`src/rtl/path_math.sv`:
```
// path_math: from the rover's polar position, its heading and a polar target, computes the CCW turn (15 deg units) and the distance.
// Latency: 22 cycles from the enable edge to the done cycle; 2 cycles when an input is out of range.
// Handshake: enable is taken only in IDLE while done is low; busy covers LOAD..REPORT, and inputs are latched at start.
module path_math (
  input  logic        clock,
  input  logic        reset,
  input  logic        enable,
  input  logic [11:0] r_theta_current,
  input  logic [11:0] r_theta_target,
  input  logic [4:0]  orientation_current,
  output logic        busy,
  output logic        done,
  output logic        error,
  output logic [4:0]  turn,
  output logic [9:0]  distance
);

  typedef enum logic [3:0] {IDLE, LOAD, PTC, DELTA, SQUARE, ANGLE, SQRT, TURN, REPORT} state_t;
  state_t state;

  // Latched operands
  logic [7:0]        r_cur, r_tgt;
  logic [3:0]        t_cur, t_tgt;
  logic [4:0]        orient;

  // Pipeline registers
  logic signed [8:0] x_cur, y_cur, x_tgt, y_tgt;
  logic signed [9:0] dx, dy;
  logic [8:0]        adx, ady;
  logic              dx_neg, dy_neg;
  logic [3:0]        cnt;
  logic [2:0]        s;
  logic [19:0]       sq_sh;
  logic [11:0]       rem;
  logic [9:0]        root;
  logic [4:0]        turn_r;

  // Combinational helpers
  logic              invalid;
  logic signed [8:0] x_cur_c, y_cur_c, x_tgt_c, y_tgt_c;
  logic [8:0]        abs_dx, abs_dy;
  logic [19:0]       sq_c;
  logic [19:0]       dy_scaled, dx_scaled;
  logic              ang_gt;
  logic [13:0]       rem_sh, trial;
  logic              sq_ge;
  logic [11:0]       rem_next;
  logic [4:0]        h;
  logic [5:0]        diff;
  logic [4:0]        turn_c;

  // Q0.8 cosine magnitude for multiples of 15 degrees, 0..90
  function automatic logic [8:0] cmag(input logic [3:0] k);
    case (k)
      4'd0:    cmag = 9'd256;
      4'd1:    cmag = 9'd247;
      4'd2:    cmag = 9'd222;
      4'd3:    cmag = 9'd181;
      4'd4:    cmag = 9'd128;
      4'd5:    cmag = 9'd66;
      default: cmag = 9'd0;
    endcase
  endfunction

  // 256*tan(7.5 + 15k deg): boundaries between neighbouring 15-degree sectors
  function automatic logic [10:0] tan_thr(input logic [3:0] k);
    case (k)
      4'd0:    tan_thr = 11'd34;
      4'd1:    tan_thr = 11'd106;
      4'd2:    tan_thr = 11'd196;
      4'd3:    tan_thr = 11'd334;
      4'd4:    tan_thr = 11'd618;
      default: tan_thr = 11'd1944;
    endcase
  endfunction

  // r * |trig| with the Q0.8 fraction dropped
  function automatic logic [7:0] scale(input logic [7:0] r, input logic [8:0] c);
    logic [15:0] p;
    p     = {8'd0, r} * {7'd0, c};
    scale = 8'(p >> 8);
  endfunction

  function automatic logic signed [8:0] to_x(input logic [7:0] r, input logic [3:0] t);
    if (t <= 4'd6) to_x = $signed({1'b0, scale(r, cmag(t))});
    else           to_x = -$signed({1'b0, scale(r, cmag(4'd12 - t))});
  endfunction

  // Theta never exceeds 180 deg, so y is never negative
  function automatic logic signed [8:0] to_y(input logic [7:0] r, input logic [3:0] t);
    if (t <= 4'd6) to_y = $signed({1'b0, scale(r, cmag(4'd6 - t))});
    else           to_y = $signed({1'b0, scale(r, cmag(t - 4'd6))});
  endfunction

  // Datapath: range check, polar->cartesian, magnitudes, sector test, sqrt step, quadrant mapping
  always_comb begin
    invalid   = (t_cur > 4'd11) || (t_tgt > 4'd11) || (orient > 5'd23);
    x_cur_c   = to_x(r_cur, t_cur);
    y_cur_c   = to_y(r_cur, t_cur);
    x_tgt_c   = to_x(r_tgt, t_tgt);
    y_tgt_c   = to_y(r_tgt, t_tgt);
    abs_dx    = dx[9] ? 9'(-dx) : 9'(dx);
    abs_dy    = dy[9] ? 9'(-dy) : 9'(dy);
    sq_c      = {11'd0, abs_dx} * {11'd0, abs_dx} + {11'd0, abs_dy} * {11'd0, abs_dy};
    dy_scaled = {3'd0, ady, 8'd0};
    dx_scaled = {11'd0, adx} * {9'd0, tan_thr(cnt)};
    ang_gt    = dy_scaled > dx_scaled;
    rem_sh    = {rem, sq_sh[19:18]};
    trial     = {2'd0, root, 2'b01};
    sq_ge     = rem_sh >= trial;
    rem_next  = sq_ge ? 12'(rem_sh - trial) : 12'(rem_sh);
    case ({dx_neg, dy_neg})
      2'b00:   h = {2'd0, s};
      2'b10:   h = 5'd12 - {2'd0, s};
      2'b11:   h = 5'd12 + {2'd0, s};
      default: h = (s == 3'd0) ? 5'd0 : 5'd24 - {2'd0, s};
    endcase
    // No displacement: keep the current heading so the turn is zero
    if (adx == 9'd0 && ady == 9'd0) h = orient;
    diff   = {1'b0, h} - {1'b0, orient};
    turn_c = diff[5] ? 5'(diff + 6'd24) : diff[4:0];
  end

  // Sequencer: one state per pipeline step, multi-cycle ANGLE and SQRT counted by cnt
  always_ff @(posedge clock) begin
    if (reset) begin
      state    <= IDLE;
      busy     <= 1'b0;
      done     <= 1'b0;
      error    <= 1'b0;
      turn     <= 5'd0;
      distance <= 10'd0;
    end else begin
      case (state)
        IDLE: begin
          done <= 1'b0;
          // A start coinciding with the done cycle is dropped
          if (enable && !done) begin
            r_cur  <= r_theta_current[7:0];
            t_cur  <= r_theta_current[11:8];
            r_tgt  <= r_theta_target[7:0];
            t_tgt  <= r_theta_target[11:8];
            orient <= orientation_current;
            busy   <= 1'b1;
            state  <= LOAD;
          end
        end
        LOAD: begin
          error    <= invalid;
          turn     <= 5'd0;
          distance <= 10'd0;
          state    <= invalid ? REPORT : PTC;
        end
        PTC: begin
          x_cur <= x_cur_c;
          y_cur <= y_cur_c;
          x_tgt <= x_tgt_c;
          y_tgt <= y_tgt_c;
          state <= DELTA;
        end
        DELTA: begin
          dx    <= {x_tgt[8], x_tgt} - {x_cur[8], x_cur};
          dy    <= {y_tgt[8], y_tgt} - {y_cur[8], y_cur};
          state <= SQUARE;
        end
        SQUARE: begin
          adx    <= abs_dx;
          ady    <= abs_dy;
          dx_neg <= dx[9];
          dy_neg <= dy[9];
          sq_sh  <= sq_c;
          s      <= 3'd0;
          cnt    <= 4'd0;
          state  <= ANGLE;
        end
        ANGLE: begin
          if (ang_gt) s <= s + 3'd1;
          if (cnt == 4'd5) begin
            cnt   <= 4'd0;
            rem   <= 12'd0;
            root  <= 10'd0;
            state <= SQRT;
          end else begin
            cnt <= cnt + 4'd1;
          end
        end
        SQRT: begin
          rem   <= rem_next;
          root  <= {root[8:0], sq_ge};
          sq_sh <= {sq_sh[17:0], 2'b00};
          if (cnt == 4'd9) state <= TURN;
          cnt <= cnt + 4'd1;
        end
        TURN: begin
          turn_r <= turn_c;
          state  <= REPORT;
        end
        REPORT: begin
          if (!error) begin
            turn     <= turn_r;
            distance <= root;
          end
          done  <= 1'b1;
          busy  <= 1'b0;
          state <= IDLE;
        end
        default: state <= IDLE;
      endcase
    end
  end

endmodule

```
`config.mk`:
```
export PLATFORM = sky130hd
export DESIGN_NAME = path_math
export DESIGN_NICKNAME = d
export VERILOG_FILES = /design/src/rtl/path_math.sv
export SDC_FILE = /design/constraint.sdc
export NUM_CORES = 2
export LEC_CHECK = 0
export CAP_MARGIN = 5
export CORE_UTILIZATION = 25
export CTS_CLUSTER_DIAMETER = 100
export CTS_CLUSTER_SIZE = 28
export DETAILED_ROUTE_END_ITERATION = 10
export HOLD_SLACK_MARGIN = 0.08
export PLACE_DENSITY = 0.42
export SYNTH_ARGS = -nofsm -noshare
export SYNTH_HDL_FRONTEND = slang
export SYNTH_SLANG_ARGS = --single-unit
export TNS_END_PERCENT = 5
```
`constraint.sdc`:
```
create_clock -name clock -period 19.45 [get_ports clock]
set_clock_uncertainty 0.15 [all_clocks]
set_input_delay 4.8625 -clock clock [delete_from_list [all_inputs] [get_ports clock]]
set_output_delay 4.8625 -clock clock [all_outputs]
set_load 0.1 [all_outputs]
```
==> out/qor.yml <==
run_status:
  status: "complete, no violations"
detailed_routing:
  dr.pass1.iters: 5
  via_per_inst: 4.35
  finalWirelength_um: 82500
  drtIter0Drc: 1113
  drcViolationCount: 0
  drt-wirelength-per-cell_um: 15.7
  drtAntennaViolNets: 0
  via_count: 22800
critical_path:
  slowest_stage: "a21oi_1"
  cp.arrival_ps: 8450
  path_class: "register to register"
  path_max_fanout: 11
  slowest_delay_ps: 640
  start_kind: "register"
  end_kind: "register"
  critPathMostFrequentCell: "fa_1"
  worstPathRequired_ps: 19570
synth:
  netlist_instances: 3566
  synth_compound_area_frac: 0.0695
  synthMuxAreaShare: 0.00767
  ys_warn_count: 0
  yosys.area_share.xor_xnor: 0.0450
  synth_ff_type: "edfxtp_1"
  synth.distinct_cells: 86
  synth_top_area_frac: 0.296
  synth_area_leaders: "fa_1 30%, ha_1 16%, edfxtp_1 14%"
  seq_area_frac_synth: 0.159
  synth_top_family_by_area: "adder cells"
  synth-edff-count: 156
  synth_adder_area_share: 0.455
  synth_simple_gate_area_frac: 0.163
  synth_top_area_cell: "fa_1"
  async_reset_ff_frac: 0
  netlist_area_mm2: 0.0323
  ys_ff_latch: 178
  synth.avg_cell_area_um2: 9.06
sta:
  rsz0062_at_grt: "false"
  fmax_mhz: 120
  fin_ws_ps: 11120
  report.final.slew_viol_count: 0
  relSlewSlack: 0.144
  period_share: 0.429
  holdWs_ps: 302
  hold_violations: 0
  period_needed_ps: 8330
  setup_viol: 0
  setup_tns_ps: 0
  tightest_slew_ps: 1280
pwr:
  total_power_mw: 1.49
  pwr_density_cell_mw_per_mm2: 42.0
  power.leakage_nw: 17.6
  ir_drop_uv: 78.3
clocking:
  cts_tree: "yes"
  post_cts_resized: 0
  cts_setup_buffers: 0
  clock-sinks: 178
  holdBufCountCts: 0
  clk_pin_slew_ps: 80
  cts_buffers: 17
  clockBufferDepth: 2
  cts_max_level: 4
  root_buffer: "clkbuf_16"
  clk_latency_ps: 520
die:
  num_rows: 131
  die_width_um: 362
  io_pins: 50
  core_mm2: 0.128
  die_h_um: 362
  dieArea_mm2: 0.131
  start_util: 0.253
place:
  post-dp-hpwl_um: 67000
  gp_congestion: 0.808
  dp_slack_ps: 11150
  port_buffers: 49
layout:
  final_common_cell: "inv_1"
  areaGrowthSynthToFinish_pct: 9.66
  layout.nets: 4492
  final_util: 0.277
  drive_gt1_frac: 0.0326
  n_fill_cell: 13800
  layout_common_cells: "757 x inv_1, 478 x fa_1, 409 x ha_1, 371 x nand2_1, 238 x nor2_1"
run:
  cap_violations: 0
grt:
  grt_pass1_vias: 24500
  grt_usage: 0.131
  grt_max_degree: 49
  grt_overflow: 0
  grt_first_pass_wirelength_um: 135000
  antenna_found_initial: 1
worst_hold_path:
  hp-class: "register to register"
==> power breakdown <==
part | switching (mW) | total [mW] | internal [mW]
combinational | 0.397 | 0.673 | 0.275
clock | 0.198 | 0.371 | 0.173
sequential | 0.0107 | 0.446 | 0.435
==> worst max-delay path, delay by kind of cell, from the launching register on <==
kind / cells / cell delay (ps)
compound gates: 9 / 2500
xor+xnor: 1 / 150
fa+ha+maj: 7 / 2910
buf+inv: 3 / 170
flops: 1 / 460
simple gates: 8 / 1740
==> cells in the mapped netlist (all sizes together), types with 5 or more instances <==
library cell	number
inv	758
nand4	11
a21oi	121
fa	478
edfxtp	156
nor4	16
a211oi	13
ha	409
xnor2	98
o21bai	10
o41ai	5
nand2b	31
o31ai	12
nand3	54
o21ai	62
nand2	371
or4	6
and2	191
a21o	28
nor2b	25
nand4b	6
nor3b	8
nor3	54
dfxtp	22
o22ai	7
buf	8
nor2	239
mux2i	18
or3	10
xor2	68
and3	43
o211ai	14
a21boi	5
or2	10
o21a	25
clkbuf	97
a31oi	12
mux2	6
==> flip-flops by register name, summed over array words and instances (netlist names), 8 cells and up <==
| name | cells |
|---|---|
| distance | 10 |
| sq_sh | 20 |
| dy | 9 |
| ady | 9 |
| dx | 10 |
| y_tgt | 8 |
| x_tgt | 9 |
| x_cur | 9 |
| r_tgt | 8 |
| y_cur | 8 |
| rem | 12 |
| root | 10 |
| adx | 9 |
| r_cur | 8 |
==> layer usage <==
layer / share of wire / track usage / vias up
met5: 0 / 0 / -
met4: 0.014 / 0.0279 / 0
met3: 0.027 / 0.0172 / 56
met2: 0.47 / 0.220 / 261
met1: 0.49 / 0.179 / 11200
li1: - / - / 11300
==> through the flow <==
stage | instance area [um2] | std cells
detailed placement | 34800 | 5216
global placement | 34800 | 5216
global route | 35400 | 5248
finish | 35400 | 5249
floorplan | 32300 | 3570
CTS | 35400 | 5248
==> path summary, 6_finish.rpt <==
| check | to | slack, ps | cells after the start | startpoint |
|---|---|---|---|---|
| min reg2reg | turn[1] | 300 | 2 | turn[1] |
| min | turn[1] | 300 | 2 | turn[1] |
| max reg2reg | s[0] | 11120 | 28 | cnt[0] |
| max | s[0] | 11120 | 28 | cnt[0] |
==> layout make-up <==
type	instances	area (um2)	share of cell area
well taps	1662	2080	0.0587
repair buffers	89	791	0.0223
diodes	1	2.50	0.0000706
clock buffers	18	429	0.0121
inverters	761	2860	0.0806
flip-flops and latches	178	5120	0.145
multi-input cells	2526	24000	0.677
clock inverters	14	158	0.00445
==> cell families after synthesis <==
group | after synthesis
AOI/OAI and AO/OA | 351
xor gates and xnor gates | 166
adders and majority gates | 888
buffers and inverters | 866
DFF | 178
muxes | 24
other | 1
and+or+nand+nor | 1092
Power figures use the tool's default switching activity.
